===== src/rtl/proc_debug_controller.sv =====
// Run/halt/dump controller. It enables the processor for a programmed number of cycles,
// waits for the pipeline to drain, then streams the register file followed by the data
// memory over a valid/ready port.
module proc_debug_controller #(
  parameter int unsigned DATA_W       = 8,
  parameter int unsigned REG_COUNT    = 8,
  parameter int unsigned MEM_DEPTH    = 16,
  parameter int unsigned ADDR_W       = 4,
  parameter int unsigned CYCLE_W      = 16,
  parameter int unsigned DRAIN_CYCLES = 4
) (
  input  logic               main_clk,
  input  logic               restart,
  input  logic               start,
  input  logic [CYCLE_W-1:0] run_cycles,
  input  logic               resume_req,
  output logic               controller_enable,
  output logic               proc_resume,
  output logic               rd_sel,
  output logic [ADDR_W-1:0]  rd_addr,
  input  logic [DATA_W-1:0]  rd_data,
  output logic               dump_valid,
  input  logic               dump_ready,
  output logic [DATA_W-1:0]  dump_data,
  output logic               dump_is_mem,
  output logic [ADDR_W-1:0]  dump_index,
  output logic               busy,
  output logic               done
);

  typedef enum logic [2:0] {
    StIdle,
    StRun,
    StDrain,
    StRdIssue,
    StRdCapt,
    StPresent,
    StDone
  } state_e;

  localparam logic [ADDR_W-1:0]  RegLast   = ADDR_W'(REG_COUNT - 1);
  localparam logic [ADDR_W-1:0]  MemLast   = ADDR_W'(MEM_DEPTH - 1);
  // The run counter is reused to time the drain; a zero drain still costs one cycle.
  localparam logic [CYCLE_W-1:0] DrainLoad = CYCLE_W'(DRAIN_CYCLES);

  state_e              state_q, state_d;
  logic [CYCLE_W-1:0]  cnt_q, cnt_d;
  logic [ADDR_W-1:0]   idx_q, idx_d;
  logic                rd_sel_q, rd_sel_d;
  logic [ADDR_W-1:0]   rd_addr_q, rd_addr_d;
  logic                dump_valid_q, dump_valid_d;
  logic [DATA_W-1:0]   dump_data_q, dump_data_d;
  logic                dump_is_mem_q, dump_is_mem_d;
  logic [ADDR_W-1:0]   dump_index_q, dump_index_d;
  logic                resume_prev_q;
  logic                proc_resume_q, proc_resume_d;
  logic [ADDR_W-1:0]   last_idx;

  assign last_idx = rd_sel_q ? MemLast : RegLast;

  // Next-state logic for the run/drain/dump sequence.
  always_comb begin
    state_d       = state_q;
    cnt_d         = cnt_q;
    idx_d         = idx_q;
    rd_sel_d      = rd_sel_q;
    rd_addr_d     = rd_addr_q;
    dump_valid_d  = dump_valid_q;
    dump_data_d   = dump_data_q;
    dump_is_mem_d = dump_is_mem_q;
    dump_index_d  = dump_index_q;
    // Edge-detected so a held request yields a single pulse.
    proc_resume_d = (state_q == StRun) && resume_req && !resume_prev_q;

    case (state_q)
      StIdle, StDone: begin
        if (start) begin
          rd_sel_d = 1'b0;
          idx_d    = '0;
          if (run_cycles == '0) begin
            cnt_d   = DrainLoad;
            state_d = StDrain;
          end else begin
            cnt_d   = run_cycles;
            state_d = StRun;
          end
        end
      end
      StRun: begin
        if (cnt_q <= CYCLE_W'(1)) begin
          cnt_d   = DrainLoad;
          state_d = StDrain;
        end else begin
          cnt_d = cnt_q - 1'b1;
        end
      end
      StDrain: begin
        if (cnt_q <= CYCLE_W'(1)) begin
          rd_sel_d  = 1'b0;
          idx_d     = '0;
          rd_addr_d = '0;
          state_d   = StRdIssue;
        end else begin
          cnt_d = cnt_q - 1'b1;
        end
      end
      StRdIssue: begin
        state_d = StRdCapt;
      end
      StRdCapt: begin
        dump_data_d   = rd_data;
        dump_is_mem_d = rd_sel_q;
        dump_index_d  = idx_q;
        dump_valid_d  = 1'b1;
        state_d       = StPresent;
      end
      StPresent: begin
        if (dump_ready) begin
          dump_valid_d = 1'b0;
          if (idx_q < last_idx) begin
            idx_d     = idx_q + 1'b1;
            rd_addr_d = idx_q + 1'b1;
            state_d   = StRdIssue;
          end else if (!rd_sel_q) begin
            rd_sel_d  = 1'b1;
            idx_d     = '0;
            rd_addr_d = '0;
            state_d   = StRdIssue;
          end else begin
            state_d = StDone;
          end
        end
      end
      default: state_d = StIdle;
    endcase
  end

  // State and datapath registers; restart wins over everything and drops any pending word.
  always_ff @(posedge main_clk) begin
    if (restart) begin
      state_q       <= StIdle;
      cnt_q         <= '0;
      idx_q         <= '0;
      rd_sel_q      <= 1'b0;
      rd_addr_q     <= '0;
      dump_valid_q  <= 1'b0;
      dump_data_q   <= '0;
      dump_is_mem_q <= 1'b0;
      dump_index_q  <= '0;
      resume_prev_q <= 1'b0;
      proc_resume_q <= 1'b0;
    end else begin
      state_q       <= state_d;
      cnt_q         <= cnt_d;
      idx_q         <= idx_d;
      rd_sel_q      <= rd_sel_d;
      rd_addr_q     <= rd_addr_d;
      dump_valid_q  <= dump_valid_d;
      dump_data_q   <= dump_data_d;
      dump_is_mem_q <= dump_is_mem_d;
      dump_index_q  <= dump_index_d;
      resume_prev_q <= resume_req;
      proc_resume_q <= proc_resume_d;
    end
  end

  // Output decode.
  always_comb begin
    controller_enable = (state_q == StRun);
    busy              = (state_q != StIdle) && (state_q != StDone);
    done              = (state_q == StDone);
    proc_resume       = proc_resume_q;
    rd_sel            = rd_sel_q;
    rd_addr           = rd_addr_q;
    dump_valid        = dump_valid_q;
    dump_data         = dump_data_q;
    dump_is_mem       = dump_is_mem_q;
    dump_index        = dump_index_q;
  end

endmodule


===== config.mk =====
export PLATFORM = sky130hd
export DESIGN_NAME = proc_debug_controller
export DESIGN_NICKNAME = d
export VERILOG_FILES = /design/src/rtl/proc_debug_controller.sv
export SDC_FILE = /design/constraint.sdc
export NUM_CORES = 1
export LEC_CHECK = 0
export ABC_AREA = 1
export CAP_MARGIN = 0
export CORE_MARGIN = 4
export CORE_UTILIZATION = 25
export CTS_CLUSTER_DIAMETER = 30
export CTS_CLUSTER_SIZE = 24
export DETAILED_ROUTE_END_ITERATION = 6
export PLACE_DENSITY = 0.46
export SKIP_CTS_REPAIR_TIMING = 1
export SYNTH_ARGS = -nofsm -noshare
export SYNTH_HDL_FRONTEND = slang
export SYNTH_SLANG_ARGS = --single-unit
export TNS_END_PERCENT = 1

===== constraint.sdc =====
create_clock -name main_clk -period 1.75 [get_ports main_clk]
set_input_delay 0.175 -clock main_clk [delete_from_list [all_inputs] [get_ports main_clk]]
set_output_delay 0.175 -clock main_clk [all_outputs]
set_load 0.02 [all_outputs]

Word level (Yosys, flattened, before mapping)
Cells that the tools add are included.

Bits in registers: 44. Bits of input ports: 29. Output and inout port bits: 23. Logic and storage cells: 75.

Add/sub/neg operators: 2. Order comparisons: 2. Eq/ne operators: 14. Multiplexer cells: 28. Reduce and logical (&&, ||, !) cells: 18.

Operator list (number): $mux W16 (4); $pmux W16 S3 (1); $mux W4 (6); $mux W3 (6); $pmux W3 S6 (1); $le A16 B1 Y1 const B (1); $logic_not A16 Y1 (1); $sub A16 B1 Y16 const B (1); $pmux W4 S3 (1); $ne A2 B2 Y1 const B (5); $reduce_and A5 Y1 (2); $eq A3 B3 Y1 const B (3); $reduce_bool A3 Y1 (3); $pmux W4 S2 (1); $reduce_and A4 Y1 (2); $eq A3 B2 Y1 const B (2); $ne A3 B3 Y1 const B (2); $mux W1 (5); $add A4 B1 Y4 const B (1); $lt A4 B4 Y1 (1); $reduce_bool A2 Y1 (2); $eq A3 B1 Y1 const B (1); $logic_and A1 B1 Y1 (3); $logic_not A3 Y1 (1); 8 further kinds (8).

Logic depth before layout (Yosys ltp)
Depth in word-level cells: 5. Depth in mapped cells: 14. Mapped depth without buffers: 13.

Worst setup path after synthesis
Ideal clock, no wire load.

Path kind: reg-to-reg. From: register rd_sel_q (netlist: rd_sel). To: register rd_addr_q[3] (netlist: rd_addr[3]). Arrival time: 1.530 ns. Required time: 1.680 ns. Path slack: 0.150 ns. Cell stages (with the launch flop): 10. Path buffers: 0. Cell sequence: dfxtp_1 inv_1 ha_1 nand2_1 nand2_1 nor2_1 inv_1 nor2_1 nand2_1 a21oi_1.

Cells in the longest elaborated chain, start to end: 5. Elaborated cells on any way between the ends: 7. Those cells by class: 1 x order compare; 1 x eq/ne; 4 x mux; 1 x reduce/logical.

Ends and longest elaborated chain: from (decl) (line 49) `logic rd_sel_q, rd_sel_d;`; from (signal assigned) (line 156) `rd_sel_q <= rd_sel_d;`; $mux W4 (line 59) `assign last_idx = rd_sel_q ? MemLast : RegLast;`; $lt A4 B4 Y1 (line 120) `if (idx_q < last_idx) begin`; $mux W4 (line 120); $mux W4 (line 118) `if (dump_ready) begin`; $pmux W4 S2 (line 75) `case (state_q)`; to (signal assigned) (line 157) `rd_addr_q <= rd_addr_d;`; to (decl) (line 50) `logic [ADDR_W-1:0] rd_addr_q, rd_addr_d;`.

Parallel ways exist; a longest one is shown, timed or not. The select of a mux whose other input is x is not followed. A chain may end at the register's enable or synchronous reset.

Worst setup path in the final report
From: register cnt_q[0]. To: register state_q[1].

Cells in the longest elaborated chain, start to end: 3. Elaborated cells on any way between the ends: 4. Those cells by class: 1 x order compare; 2 x eq/ne; 1 x reduce/logical.

Ends and longest elaborated chain: from (decl) (line 47) `logic [CYCLE_W-1:0] cnt_q, cnt_d;`; from (signal assigned) (line 154) `cnt_q <= cnt_d;`; $le A16 B1 Y1 (*) (line 90, 98); $ne A2 B2 Y1 (no source line) / $ne A2 B1 Y1 (equally long branches); $reduce_and A4 Y1 (no source line) (*); to (signal assigned) (line 141) `state_q <= StIdle;`; to (signal assigned) (line 153) `state_q <= state_d;`; to (decl) (line 46) `state_e state_q, state_d;`.

Every way passes the cells marked *; elsewhere a longest branch is shown, timed or not.

==> PnR_summary.wiki <==
{| class="wikitable"
! Metric !! Value
|-
| Worst hold slack || 0.399 ns
|-
| Number of warning messages in the yosys log || 0
|-
| Routed via count divided by cell count || ~4.4
|-
| Die X || 111 um
|-
| Multi-input gate area || 1540 um^2
|-
| Run status || finished, final reports clean
|-
| VDD IR-drop max || 0.806 mV
|-
| Met1 Resource Use GR || 0.160
|-
| Slowest CP cell || sky130_fd_sc_hd__dfxtp_2
|-
| Flop and latch count out of synthesis || 44
|-
| Routed via count || 2751
|-
| Clock sinks || 44
|-
| Max-cap check violation count || 0
|-
| Power Density || 2000 nW/um^2
|-
| Cell type contributing the most total cell area after synthesis || sky130_fd_sc_hd__dfxtp_1
|-
| Overflow left after global routing || 0
|-
| Portion of the post-synthesis area used by sequential elements || 0.330
|-
| Worst hold path type || register to register
|-
| Die area || around 12000 um^2
|-
| R2r startpoint || cnt_q[0]
|-
| Number of buffers created by CTS || 5
|-
| Area share of the largest cell type after synthesis || 0.330
|-
| Required time of the worst setup path || ~2 ns
|-
| H-tree depth reported by CTS || 2
|-
| GPL Wtd Cong || 0.837
|-
| Count of nets left with antenna violations after detail routing || 0
|-
| Busiest layer in global routing || met2
|-
| Core area || slightly above 10000 um^2
|-
| Mapped Area || 2670 um^2
|-
| Leakage Power || 0.00172 uW
|-
| Synthesized Nets || 464
|-
| Fin crit period || about 1.7 ns
|-
| Sequential power share || 0.244
|-
| Setup clock skew after layout || 0.00575 ns
|-
| Standard-cell row count || 37
|-
| IO Count || 52
|-
| Most used DFF post-synth || sky130_fd_sc_hd__dfxtp_1
|-
| Layout-stage area growth over the synthesis result || 33.0%
|-
| Total instance count after detailed placement || 622
|-
| Worst path top cell family by delay || simple AND/OR/NAND/NOR gates
|-
| Global-route usage over all layers || 0.127
|-
| Launching instance or port of the critical path || cnt_q[0]
|-
| Post-Syn Instances || 431
|-
| Asr flop ratio synth || 0
|-
| Global-route wire length before repair || 13.1 mm
|-
| Startpoint type of the worst setup path || register
|-
| Power consumption || 7090 uW
|-
| Setup crit end kind || register
|-
| Number of enable flip-flop cells after synthesis || 0
|-
| TritonCTS clock tree || yes
|-
| Comb pwr share || 0.638
|-
| Count leader, synth || sky130_fd_sc_hd__nand2_1
|-
| Average wire per cell in the routed design || 12.5 um
|-
| Cell mode on critical path || sky130_fd_sc_hd__nand2_1
|-
| Cells along the critical path || inv_1, ha_1, inv_1, nand2_1, nand2_1, nor2_2, nand2_2, nand2_4, nand2_2, nor2_2, nand2_1, nand2_1, nor2_1
|-
| Vias in the first global route || between 2000 and 3000
|-
| Share of power burned in the clock network || 0.118
|-
| Final #Nets || 526
|-
| Delay of the slowest critical-path stage || 0.34 ns
|-
| Grt met3 use || 0.0266
|-
| Detailed-placement wirelength estimate || approximately 5.9 mm
|-
| Int Pwr || ~3500 uW
|-
| Diode count || 0
|-
| Wire length after detailed routing || 7.87 mm
|-
| Setup CP Type || register to register
|-
| Count of final hold-check violations || 0
|-
| Post-Layout Cell Count || 630
|-
| Maximum buffer depth of the clock tree || 2
|-
| Switching power share of the total || 0.499
|-
| Highest net fanout along the worst path || 8
|-
| Top achievable clock speed || 603 MHz
|-
| Layout cells sized above 1 || 0.117
|-
| Top post-synthesis cells by area || sky130_fd_sc_hd__dfxtp_1 (33%), sky130_fd_sc_hd__nand2_1 (15%), sky130_fd_sc_hd__nor2_1 (14%)
|-
| Antenna violations before repair || 0
|-
| Maximum number of pins on one net before global-route repair || 39
|-
| Clock slew at the register clock pins of the worst setup and hold paths || about 0.1 ns
|-
| HP Start || resume_prev_q
|-
| Number of buffer and inverter instances along the worst setup path || 2
|-
| Storage cell area || 885 um^2
|-
| Port bufs || 51
|-
| Slew at the pin closest to its max-slew limit || approximately 0.47 ns
|-
| Post-route DRC || 0
|-
| Relative slew margins || 0.686
|-
| Number of endpoints failing setup at the final stage || 0
|-
| Met2 routing resource usage after global routing || 0.223
|-
| Switching pwr || 3540 uW
|-
| Unique cell type count in the Yosys netlist || 29
|-
| # fillers || 1180
|-
| Average size of a mapped cell || around 6.2 um^2
|-
| Util after Layout || 0.343
|-
| Total count of max-transition violations in the final report || 0
|-
| First-pass iteration count of the detailed router || 4
|-
| Floorplan die height || 111 um
|-
| Clock latency on the worst-skew pair || 0.30 ns
|-
| Setup repair after global routing missed its margin || yes
|-
| Initial DRC Count || 80
|-
| Top cells by count, synth || sky130_fd_sc_hd__nand2_1 (108), sky130_fd_sc_hd__nor2_1 (101), sky130_fd_sc_hd__inv_1 (45), sky130_fd_sc_hd__dfxtp_1 (44), sky130_fd_sc_hd__nand3_1 (22)
|-
| Clk Tree Root Cell || sky130_fd_sc_hd__clkbuf_8
|-
| Worst path arrival time || 1.86 ns
|-
| Starting Density || 0.258
|-
| Part of the cycle the worst path needs || 0.947
|}
logic make-up (layout without fill, tap and decap cells):
family | after synthesis | count (layout) | synth area share
AO/OA/AOI/OAI | 51 | 51 | 0.106
adder cells (fa/ha/maj) | 4 | 4 | 0.0187
flip-flops | 44 | 44 | 0.330
XOR/XNOR | 7 | 7 | 0.0230
buffers and inverters | 64 | 127 | 0.101
AND/OR/NAND/NOR | 261 | 261 | 0.422
cell usage in the layout, fill, tap and decap left out, types with 2 or more instances in the layout:
| cell type | n |
|---|---|
| sky130_fd_sc_hd__dfxtp_2 | 3 |
| sky130_fd_sc_hd__clkbuf_8 | 5 |
| sky130_fd_sc_hd__nand4_1 | 8 |
| sky130_fd_sc_hd__nand2_2 | 4 |
| sky130_fd_sc_hd__nor2_2 | 7 |
| sky130_fd_sc_hd__a21oi_1 | 21 |
| sky130_fd_sc_hd__nor2_1 | 99 |
| sky130_fd_sc_hd__nand2_4 | 3 |
| sky130_fd_sc_hd__dfxtp_1 | 41 |
| sky130_fd_sc_hd__xor2_1 | 7 |
| sky130_fd_sc_hd__nand3_2 | 4 |
| sky130_fd_sc_hd__clkinv_4 | 2 |
| sky130_fd_sc_hd__clkdlybuf4s50_1 | 48 |
| sky130_fd_sc_hd__nand2_1 | 108 |
| sky130_fd_sc_hd__ha_1 | 4 |
| sky130_fd_sc_hd__nand3_1 | 22 |
| sky130_fd_sc_hd__inv_2 | 10 |
| sky130_fd_sc_hd__o21ai_1 | 2 |
| sky130_fd_sc_hd__nor3_1 | 2 |
| sky130_fd_sc_hd__a21boi_1 | 5 |
| sky130_fd_sc_hd__buf_4 | 12 |
| sky130_fd_sc_hd__dlymetal6s2s_1 | 3 |
| sky130_fd_sc_hd__o21ai_0 | 21 |
| sky130_fd_sc_hd__inv_1 | 44 |
area by class of cell:
type                       instances  share of cell area
clock inverter                     3              0.0134
multi-input combinational        323               0.433
tap                              136              0.0479
inverter                          54              0.0571
sequential                        44               0.249
clock buffer                       5              0.0194
timing repair buffer              65               0.180
worst reg2reg max path, delay by kind of cell (launching register included):
family	cells	cell delay, ns
fa+ha+maj	1	0.17
buf+inv	2	0.13
flops	1	0.34
simple gates	10	0.92
flip-flops by register name, summed over array words and instances (netlist names), 3 cells and up:
signal,flops
dump_data,8
state_q,3
cnt_q,16
dump_index,4
idx_q,4
rd_addr,4
stage by stage:
stage                     setup slack, ns  setup TNS, ns  area, um^2
after floorplan                     0.150              0        2670
after global placement             0.0624              0        3400
after detailed placement           0.0352              0        3400
after CTS                          -0.267         -0.544        3520
after global routing               -0.109          -1.01        3550
final                              0.0920              0        3550
routing by layer:
metal / wire, um / vias up
met5: 0 / -
met1: 3730 / 1226
met3: 281 / 10
met4: 92 / 0
met2: 3760 / 50
li1: - / 1465
final timing paths:
check                                   end  slack, ns  depth (start not counted)
worst max-delay path             state_q[1]       0.09                         13
worst min-delay path            proc_resume       0.40                          1
worst max register to register   state_q[1]       0.09                         13
worst min register to register  proc_resume       0.40                          1
power by group through the flow:
stage	clock [uW]	sequential [uW]	combinational, uW
after floorplan	0	1840	3040
after global placement	0	1740	4470
after detailed placement	0	1750	4460
after CTS	863	1730	4490
after global routing	906	1790	5140
final	835	1730	4520
Power figures use the tool's default switching activity.
